**config.mk**
```make
export PLATFORM = sky130hd
export DESIGN_NAME = sm3_msg_pad
export DESIGN_NICKNAME = d
export VERILOG_FILES = /design/src/rtl/sm3_pkg.sv /design/src/rtl/sm3_pad_byte_ins.sv /design/src/rtl/sm3_msg_pad.sv
export SDC_FILE = /design/constraint.sdc
export NUM_CORES = 1
export LEC_CHECK = 0
export ABC_AREA = 1
export BUFFER_PORTS_ARGS = -buffer_cell sky130_fd_sc_hd__buf_2
export CORE_MARGIN = 2
export CORE_UTILIZATION = 25
export CTS_BUF_LIST = sky130_fd_sc_hd__clkbuf_8
export CTS_CLUSTER_DIAMETER = 60
export DETAILED_ROUTE_END_ITERATION = 8
export GPL_TIMING_DRIVEN = 1
export PLACE_DENSITY = 0.45
export SETUP_SLACK_MARGIN = 0.4
export SLEW_MARGIN = 20
export SYNTH_ARGS = -nofsm -noshare
export SYNTH_HDL_FRONTEND = slang
export SYNTH_SLANG_ARGS = --single-unit
```
**constraint.sdc**
```tcl
create_clock -name clk -period 4.9 [get_ports clk]
set_clock_uncertainty 0.05 [all_clocks]
set_input_delay 0.245 -clock clk [delete_from_list [all_inputs] [get_ports clk]]
set_output_delay 0.245 -clock clk [all_outputs]
set_load 0.05 [all_outputs]
```
**src/rtl/sm3_pkg.sv**
```systemverilog
// Shared SM3 padding definitions: FSM states, block geometry and pad constants.
package sm3_pkg;

  localparam int unsigned SM3_BLK_WORDS = 16;
  localparam int unsigned SM3_LEN_IDX   = 14;
  localparam int unsigned SM3_IDX_W     = $clog2(SM3_BLK_WORDS);
  localparam int unsigned SM3_WORD_W    = 32;
  localparam int unsigned SM3_LEN_W     = 64;

  localparam logic [SM3_WORD_W-1:0] SM3_PAD_WORD = 32'h8000_0000;
  localparam logic [7:0]            SM3_PAD_BYTE = SM3_PAD_WORD[31:24];

  typedef enum logic [2:0] {
    S_MSG,
    S_ONE,
    S_ZERO,
    S_LENH,
    S_LENL
  } sm3_state_e;

  // Bits contributed by the last word; byte_num 0 means a full word.
  function automatic logic [SM3_LEN_W-1:0] sm3_last_bits(input logic [1:0] byte_num);
    return (byte_num == 2'd0) ? SM3_LEN_W'(32) : SM3_LEN_W'({byte_num, 3'b000});
  endfunction

endpackage

```
**src/rtl/sm3_pad_byte_ins.sv**
```systemverilog
// Last-word 0x80 insertion: keeps the valid left-aligned bytes, drops the rest.
module sm3_pad_byte_ins
  import sm3_pkg::*;
(
  input  logic [SM3_WORD_W-1:0] word_i,
  input  logic [1:0]            byte_num_i,
  output logic [SM3_WORD_W-1:0] word_o
);

  always_comb begin
    word_o = word_i;
    case (byte_num_i)
      2'd1:    word_o = {word_i[31:24], SM3_PAD_BYTE, 16'h0000};
      2'd2:    word_o = {word_i[31:16], SM3_PAD_BYTE, 8'h00};
      2'd3:    word_o = {word_i[31:8],  SM3_PAD_BYTE};
      default: word_o = word_i;
    endcase
  end

endmodule

```
**src/rtl/sm3_msg_pad.sv**
```systemverilog
// SM3 message padder: forwards message words, then emits 0x80, zero fill and
// the 64-bit bit length so the stream ends on a 16-word block boundary.
module sm3_msg_pad
  import sm3_pkg::*;
(
  input  logic                  clk,
  input  logic                  rst,
  input  logic [SM3_WORD_W-1:0] msg_inpt_d_i,
  input  logic                  msg_inpt_vld_i,
  input  logic                  msg_inpt_lst_i,
  input  logic [1:0]            msg_inpt_byte_num_i,
  output logic                  msg_inpt_rdy_o,
  output logic [SM3_WORD_W-1:0] pad_otpt_d_o,
  output logic                  pad_otpt_vld_o,
  output logic                  pad_otpt_lst_o
);

  localparam logic [SM3_IDX_W-1:0] LEN_IDX = SM3_IDX_W'(SM3_LEN_IDX);

  sm3_state_e             state_q, state_d;
  logic [SM3_IDX_W-1:0]   idx_q, idx_d, idx_inc;
  logic [SM3_LEN_W-1:0]   len_q, len_d;
  logic [SM3_WORD_W-1:0]  d_q, d_d;
  logic                   vld_q, vld_d;
  logic                   lst_q, lst_d;
  logic [SM3_WORD_W-1:0]  ins_word;
  logic                   accept;

  assign msg_inpt_rdy_o = (state_q == S_MSG);
  assign accept         = msg_inpt_vld_i && msg_inpt_rdy_o;
  assign idx_inc        = idx_q + SM3_IDX_W'(1);

  sm3_pad_byte_ins u_byte_ins (
    .word_i     (msg_inpt_d_i),
    .byte_num_i (msg_inpt_byte_num_i),
    .word_o     (ins_word)
  );

  // Next-state, index/length bookkeeping and the word to present next cycle.
  always_comb begin
    state_d = state_q;
    idx_d   = idx_q;
    len_d   = len_q;
    d_d     = '0;
    vld_d   = 1'b0;
    lst_d   = 1'b0;
    case (state_q)
      S_MSG: begin
        if (accept) begin
          vld_d = 1'b1;
          idx_d = idx_inc;
          if (msg_inpt_lst_i) begin
            d_d   = ins_word;
            len_d = len_q + sm3_last_bits(msg_inpt_byte_num_i);
            if (msg_inpt_byte_num_i == 2'd0) begin
              state_d = S_ONE;
            end else begin
              state_d = (idx_inc == LEN_IDX) ? S_LENH : S_ZERO;
            end
          end else begin
            d_d   = msg_inpt_d_i;
            len_d = len_q + SM3_LEN_W'(32);
          end
        end
      end
      S_ONE: begin
        vld_d   = 1'b1;
        d_d     = SM3_PAD_WORD;
        idx_d   = idx_inc;
        state_d = (idx_inc == LEN_IDX) ? S_LENH : S_ZERO;
      end
      S_ZERO: begin
        vld_d = 1'b1;
        idx_d = idx_inc;
        if (idx_inc == LEN_IDX) begin
          state_d = S_LENH;
        end
      end
      S_LENH: begin
        vld_d   = 1'b1;
        d_d     = len_q[63:32];
        idx_d   = idx_inc;
        state_d = S_LENL;
      end
      S_LENL: begin
        vld_d   = 1'b1;
        lst_d   = 1'b1;
        d_d     = len_q[31:0];
        idx_d   = '0;
        len_d   = '0;
        state_d = S_MSG;
      end
      default: state_d = S_MSG;
    endcase
  end

  always_ff @(posedge clk) begin
    if (rst) begin
      state_q <= S_MSG;
      idx_q   <= '0;
      len_q   <= '0;
      d_q     <= '0;
      vld_q   <= 1'b0;
      lst_q   <= 1'b0;
    end else begin
      state_q <= state_d;
      idx_q   <= idx_d;
      len_q   <= len_d;
      d_q     <= d_d;
      vld_q   <= vld_d;
      lst_q   <= lst_d;
    end
  end

  assign pad_otpt_d_o   = d_q;
  assign pad_otpt_vld_o = vld_q;
  assign pad_otpt_lst_o = lst_q;

endmodule

```
Word-level counts from Yosys, hierarchy flattened
Cells that the tools add are included.
- register bits after elaboration: 105
- input bits: 38
- logic and storage cells: 49
- add/subtract/negate cells: 3
- eq/ne operators: 11
- muxes and demuxes: 19
- reductions and logical operators: 10
- operators by type and width (kind ; count):
    64-bit two-way mux ; 2
    32-bit one-hot mux with 4 select lines ; 1
    64-bit one-hot mux with 2 select lines ; 1
    24-bit one-hot mux with 3 select lines ; 1
    64-bit by 6-bit adder with 64-bit output ; 1
    64-bit by 6-bit adder with 64-bit output (second input constant) ; 1
    32-bit two-way mux ; 1
    24-bit two-way mux ; 1
    3-bit one-hot mux with 4 select lines ; 1
    4-bit one-hot mux with 3 select lines ; 1
    3-bit two-way mux ; 3
    3-bit by 2-bit == test with 1-bit output (second input constant) ; 2
    6-bit two-way mux ; 1
    4-bit by 1-bit adder with 4-bit output (second input constant) ; 1
    2-bit == test (second input constant) ; 2
    4-bit == test (second input constant) ; 1
    4-bit two-way mux ; 1
    2-bit inequality test (second input constant) ; 2
    2-bit AND reduction ; 2
    4-bit OR reduction ; 1
    3-bit by 1-bit == test with 1-bit output (second input constant) ; 1
    3-bit == test (second input constant) ; 1
    3-bit logical NOT ; 1
    1-bit two-way mux ; 3
    other kinds (10) ; 10

Longest topological paths before layout
Gate-level depths: netlist of the first run.
- depth in word-level cells: 7
- mapped depth: 14
- mapped depth without buffers: 14

Cells and area by module
From an unflattened synthesis of the first run, not the netlist that was laid out.
- cell total of the unflattened synthesis: 1066
- area total of the unflattened synthesis: 6467.5 um^2
- modules (own cells, without submodules) (module ; instances ; cells each ; area each (um^2) ; sequential area each (um^2)):
    sm3_msg_pad ; 1 ; 1002 ; 6177.2 ; 2042.0
    sm3_pad_byte_ins ; 1 ; 64 ; 290.3 ; 0.0

Least setup slack after synthesis of the first run
Ideal clock, no wire load.
- kind: reg-to-reg
- from: register len_q[3]
- to: register len_q[21]
- setup time: 0.117 ns
- data arrival time: 1.761 ns
- required time: 4.733 ns
- slack: 2.973 ns
- cell stages (with the launch flop): 12
- clock period less this slack: 1.927 ns
- cell sequence: dfxtp_1 ha_1 inv_1 fa_1 inv_1 nand3_1 nand2_1 nand3_1 o21ai_1 nand3_1 o21ai_0 nor2_1
- longest elaborated chain between the ends: 4
- elaborated cells between the ends (all ways): 5
- those cells by class: add/sub (2); mux (3)
- RTL lines (what ; line ; source):
    from (decl) ; sm3_msg_pad.sv:22 ; logic [SM3_LEN_W-1:0] len_q, len_d;
    from (signal assigned) ; sm3_msg_pad.sv:108 ; len_q <= len_d;
    64-bit by 6-bit adder with 64-bit output (on tied branches) ; sm3_msg_pad.sv:62, sm3_msg_pad.sv:54 ;
    64-bit two-way mux * ; sm3_msg_pad.sv:52 ; if (msg_inpt_lst_i) begin
    64-bit two-way mux * ; sm3_msg_pad.sv:49 ; if (accept) begin
    64-bit one-hot mux with 2 select lines * ; sm3_msg_pad.sv:47 ; case (state_q)
Mark *: on every way between the ends. The rest lies on a longest branch, timed or not. The select of a mux whose other input is x is not followed.
A chain may end at the register's enable or synchronous reset.

Worst setup path after layout of the first run
- from: register state_q[0]
- to: register len_q[11]
- longest elaborated chain between the ends: 4
- elaborated cells between the ends (all ways): 7
- those cells by class: eq/ne (2); mux (1); reduce/logical (4)
- RTL lines (what ; line ; source):
    from (decl) ; sm3_msg_pad.sv:20 ; sm3_state_e state_q, state_d;
    from (signal assigned) ; sm3_msg_pad.sv:106 ; state_q <= state_d;
    3-bit logical NOT ; sm3_msg_pad.sv:29, sm3_msg_pad.sv:47 ;
    1-bit logical AND ; sm3_msg_pad.sv:30 ; assign accept = msg_inpt_vld_i && msg_inpt_rdy_o;
    2-bit by 1-bit inequality test with 1-bit output (no source line) ; - ;
    2-bit AND reduction (no source line) ; - ;
Several ways; a longest one is shown, not always the timed one.

==> results of run 1 <==
## cells in the mapped netlist
cell        n
a211oi_1    3
a21oi_1    53
a21oi_4     1
a221oi_1    1
a31oi_1    22
a32oi_1     3
and2_1      1
buf_1       1
buf_2      10
buf_4       4
buf_6       1
clkbuf_1    8
clkinv_1    1
dfxtp_1   102
fa_1        1
ha_1        6
inv_1     110
inv_2       4
nand2_1   275
nand2_2     7
nand2_4     1
nand3_1    52
nand3_2     2
nand3b_1    2
nand4_1    16
nor2_1    196
nor2_2     10
nor2_4      7
nor2_8      1
nor3_1     12
nor3_2      1
nor3b_1     1
o211ai_1    1
o21a_1      2
o21ai_0    36
o21ai_1     4
o21ai_2     2
o21ai_4     1
o221a_2     1
o22ai_1    14
or2_1       1
xnor2_1     2
## power breakdown
| group | internal (W) | leakage (nW) | switching (W) |
|---|---|---|---|
| clock network | 0.000250 | 0.106 | 0.000360 |
| registers | 0.000853 | 0.828 | 0.0000205 |
| logic | 0.0000663 | 1.75 | 0.000183 |
| total | 0.00117 | 2.68 | 0.000564 |
## cell type report
class / instances / area [um^2] / area share
Multi-Input combinational cell: 738 / 3415 / 0.4965
Tap cell: 319 / 399.1 / 0.05803
Clock inverter: 7 / 88.84 / 0.01292
Clock buffer: 9 / 123.9 / 0.01801
Sequential cell: 102 / 2042 / 0.2969
Inverter: 115 / 431.7 / 0.06276
Timing Repair Buffer: 74 / 375.4 / 0.05458
Antenna cell: 1 / 2.502 / 0.0003638
## path summary, 6_finish.rpt
check	to	slack (ps)	depth (start not counted)
max reg2reg	len_q[11]	2340	7
max	len_q[11]	2340	7
min reg2reg	idx_q[3]	440	2
min	pad_otpt_d_o[21]	10	3
## worst min-delay path, delay by kind of cell
| kind | cells | cell delay [ps] |
|---|---|---|
| buffers and inverters | 1 | 80 |
| and+or+nand+nor | 1 | 70 |
| AOI/OAI and AO/OA | 1 | 50 |
## flip-flops by register name, summed over array words and instances (netlist names)
| register | cells |
|---|---|
| idx_q | 4 |
| len_q | 61 |
| pad_otpt_d_o | 32 |
| pad_otpt_lst_o | 1 |
| pad_otpt_vld_o | 1 |
| state_q | 3 |
## cell families (layout without fill, tap and decap cells)
logic type / after synthesis / in the layout
adder cells (fa/ha/maj): 7 / 7
other: 0 / 1
XOR/XNOR: 2 / 2
buffers and inverters: 139 / 205
flip-flops: 102 / 102
AND/OR/NAND/NOR: 585 / 585
AO/OA/AOI/OAI: 144 / 144
## routing by layer
| layer | vias up | routed length [um] | global-route usage | share of wire |
|---|---|---|---|---|
| li1 | 3260 | - | - | - |
| met1 | 2917 | 10320 | 0.2292 | 0.45 |
| met2 | 175 | 10790 | 0.3083 | 0.48 |
| met3 | 23 | 1186 | 0.03517 | 0.052 |
| met4 | 0 | 395 | 0.05083 | 0.017 |
| met5 | - | 0 | 0 | 0 |
## stage by stage
| step | hold slack [ps] | instances |
|---|---|---|
| after floorplan | 335.7 | 979 |
| after global placement | 418.1 | 1348 |
| after detailed placement | 420.6 | 1348 |
| after CTS | 2.523 | 1364 |
| after global routing | 22.68 | 1364 |
| final | 12.55 | 1365 |
==> results.toml, run 1 <==
[setup_path]
crit_start = "state_q[0]"
cpMaxStageDelayCell = "nor2_4"
cp_top_family = "simple AND/OR/NAND/NOR gates"
cp_cell_sequence = "nor2_8 -> nand2_4 -> inv_2 -> nor2_4 -> buf_4 -> o21ai_0 -> a21oi_1"
cp_max_fo = 29
end_kind = "register"
required_ps = 5180
reg2reg_from = "state_q[0]"
critical_path_class = "register to register"
startpoint_type = "register"
max_stage_delay_ps = 570
critPathBufInv = 2
crit_arrival_ps = 2840

[grt]
grt_pass1_vias = 6185
antenna_found_initial = 0
grt_usage = 0.1797
grt-ovfl-total = 0
grt_max_degree = 44
grt_pass1_wl_mm = 35.28

[clock_network]
cts_buffers = 9
htree_num_levels = 3
cts_setup_buffers = 0
clock_sinks = 102
clk_pin_slew_worst_paths_ps = 120
cts_hold_buffers = 0
clock_latency_ps = 410
cts_tree = "done"
clockRootBuffer = "clkbuf_8"
ctsResizeCount = 0
max-clock-path-buffers = 2

[floorplan]
die_y_um = 159.1
die_w_um = 159.1
row_count = 56
initial_core_util = 0.2554
core_um2 = 23540
die-area_um2 = 25310
top_level_ports = 73

[yosys]
synth_top_area_share = 0.3396
synthDistinctLibCells = 42
yosys_warnings = 0
synth-compound-area-share = 0.1384
synth_area_um2 = 6013
synthSimpleGateAreaFrac = 0.4107
synth_xor_area_frac = 0.002913
yosysSeqAreaShare = 0.3396
synth_top_family_by_area = "simple AND/OR/NAND/NOR gates"
syn_inst = 979
syn_avg_cell_area_um2 = 6.142
synth_nets = 1024
ys_seq_elements = 102
synth_fa_ha_area_frac = 0.01581
synth_mux_area_frac = 0
synthTopCellsByArea = "dfxtp_1 (34%), nand2_1 (17%), nor2_1 (12%)"
synth_top_cell_by_area = "dfxtp_1"

[worst_hold_path]
hp-class = "primary input to register"
hold_start = "msg_inpt_d_i[21]"

[sta]
setup_viol = 0
max_freq_mhz = 389.9
post-route-period-util = 0.5234
hold_viol = 0
setup_slack_ps = 2336
slew_violations = 0
rsz0062_at_grt = "no"
period_needed_ps = 2564
slew_headroom = 0.4871
worstMarginPinSlew_ps = 767.6
setup_tns_ps = 0

[route]
drcViolationCount = 0
via_count = 6375
drt-pass1-iter-count = 5
wl_per_cell_um = 16.62
viasPerCell = 4.670
first_iter_violations = 518
wl_mm = 22.69
antenna_left = 0

[final_layout]
final_cell_mix = "nand2_1 (275), nor2_1 (196), inv_1 (110)"
syn2layout_area_growth_pct = 14.38
final_common_cell = "nand2_1"
postLayoutCellArea_um2 = 6878
postLayoutCoreUtil = 0.2921
final_layout_size_suffix_gt1_frac = 0.1225
nets = 1085
fillers = 2712

[place]
portBuffers = 72
gp_congestion = 0.9698
dpl_cell_area_um2 = 6663
dp_slack_ps = 2319
dp_hpwl_mm = 17.92

[power_and_ir_drop]
powerDensity_nw_per_um2 = 251.9
power.total_w = 0.001733
ir_drop_mv = 0.1092
p_leak_nw = 2.679

[run_status]
status = "finished, final reports clean"

[run]
max_cap_viol_count = 0
No activity file was read; power rests on OpenSTA's default activity.
==> inputs of run 2 (changes only) <==
--- a/config.mk
+++ b/config.mk
@@ -13,7 +13,7 @@
 export CTS_CLUSTER_DIAMETER = 60
 export DETAILED_ROUTE_END_ITERATION = 8
 export GPL_TIMING_DRIVEN = 1
-export PLACE_DENSITY = 0.45
+export PLACE_DENSITY = 0.46
 export SETUP_SLACK_MARGIN = 0.4
 export SLEW_MARGIN = 20
 export SYNTH_ARGS = -nofsm -noshare
==> constraint.sdc (replaced) <==
create_clock -name clk -period 2.27 [get_ports clk]
set_clock_uncertainty 0.05 [all_clocks]
set_input_delay 0.1135 -clock clk [delete_from_list [all_inputs] [get_ports clk]]
set_output_delay 0.1135 -clock clk [all_outputs]
set_load 0.05 [all_outputs]
==> results.toml, run 2 (synthesized netlist as in run 1, its figures left out) <==
[setup_path]
max_stage_delay_ps = 370
crit_arrival_ps = 2190
startpoint_type = "register"
end_kind = "register"
reg2reg_from = "len_q[3]"
cpMaxStageDelayCell = "dfxtp_2"
crit_start = "len_q[3]"
critical_path_class = "register to register"
cp_cell_sequence = "ha_4 -> inv_2 -> fa_2 -> inv_2 -> nand3_4 -> nand2_8 -> nand2_4 -> nor2_4 -> nand2_2 -> nand2_4 -> nand3_2 -> o21ai_1 -> nor2_1"
required_ps = 2520
cp_max_fo = 4

[clock_network]
cts_buffers = 9
clk_pin_slew_worst_paths_ps = 110
cts_tree = "done"
clockRootBuffer = "clkbuf_8"
clock_sinks = 102
clock_latency_ps = 400
max-clock-path-buffers = 2
htree_num_levels = 3

[grt]
grt-ovfl-total = 0
grt_usage = 0.1850
grt_max_degree = 29
antenna_found_initial = 0
grt_pass1_vias = 6253
grt_pass1_wl_mm = 36.02

[sta]
max_freq_mhz = 515.8
setup_slack_ps = 331.3
slew_headroom = 0.6086
worstMarginPinSlew_ps = 587.2
period_needed_ps = 1939
rsz0062_at_grt = "yes"
post-route-period-util = 0.8540
slew_violations = 0
setup_tns_ps = 0
hold_viol = 0
setup_viol = 0

[route]
drcViolationCount = 0
wl_mm = 23.76
drt-pass1-iter-count = 5
viasPerCell = 4.706
antenna_left = 0
wl_per_cell_um = 16.61
via_count = 6729
first_iter_violations = 487

[power_and_ir_drop]
powerDensity_nw_per_um2 = 492.6
ir_drop_mv = 0.2376
p_leak_nw = 3.064

[run_status]
status = "finished, final reports clean"

[final_layout]
largest_reg_flops = 61
final_layout_size_suffix_gt1_frac = 0.2106
final_common_cell = "nand2_1"
nets = 1151
postLayoutCoreUtil = 0.3305
final_cell_mix = "nand2_1 (258), nor2_1 (182), inv_1 (106)"
top_register = "len_q"
antenna_cells = 0
syn2layout_area_growth_pct = 29.40

[place]
gp_congestion = 0.9663
dp_slack_ps = 116.8
dp_hpwl_mm = 18.47
portBuffers = 72

[floorplan]
core_um2 = 23540
row_count = 56
die-area_um2 = 25310
initial_core_util = 0.2554
die_y_um = 159.1
top_level_ports = 73
die_w_um = 159.1

[run]
max_cap_viol_count = 0

[worst_hold_path]
hp-class = "primary input to register"
hold_start = "msg_inpt_vld_i"
==> run 2: changes by cell type in the layout (fill, tap and decap cells not counted), sizes merged <==
cell	previous run	this run
buf	74	108
diode	1	0
clkinvlp	1	2
inv	118	117
dlygate4sd3	0	32
==> run 2: power breakdown <==
part	internal [W]	switching (W)
clock network	0.000524	0.000732
logic	0.000243	0.000449
registers	0.00184	0.0000430
==> run 2: worst max-delay path: cells and delay by family (launching register included) <==
family / cells / cell delay [ps]
AOI/OAI and AO/OA: 1 / 140
and+or+nand+nor: 8 / 670
buffers and inverters: 2 / 120
DFF: 1 / 370
adders and majority gates: 2 / 480
==> run 2: repair_timing <==
item,CTS,global route
gates resized for setup,44,57
buffers inserted,3,8
hold buffers,32,0
endpoints found under the hold margin,32,0
pin swaps,13,19
setup endpoints to repair,54,63
==> run 2: layout make-up <==
type / count / area [um^2]
fillers: 2643 / 15760
multi-input cells: 738 / 3701
flip-flops and latches: 102 / 2069
repair buffers: 140 / 974.7
inverters: 115 / 434.2
well taps: 319 / 399.1
clock buffers: 9 / 123.9
clock inverters: 7 / 78.83
==> run 2: final timing paths <==
| check | to | slack, ps | cells past startpoint |
|---|---|---|---|
| worst min register to register | len_q[12] | 430 | 1 |
| worst max-delay path | len_q[29] | 330 | 13 |
| worst min-delay path | state_q[1] | 120 | 3 |
| worst max register to register | len_q[29] | 330 | 13 |
==> run 2: per-stage QoR <==
step	total power (W)	instance area, um^2	hold WS (ps)	cells
2_1_floorplan	0.002306	6022	204.2	979
3_3_place_gp	0.002494	6844	295.9	1371
3_5_place_dp	0.002496	6844	298.6	1371
4_1_cts	0.003829	7542	96.00	1422
5_1_grt	0.004018	7781	129.5	1430
6_report	0.003833	7781	121.3	1430
==> run 2: metal layers <==
layer	part of all wire	vias up	wire length, um	global-route usage
met5	0	-	0	0
met4	0.024	0	570	0.06446
met3	0.049	35	1161	0.03152
met2	0.47	204	11200	0.3128
met1	0.46	3103	10820	0.2379
li1	-	3387	-	-
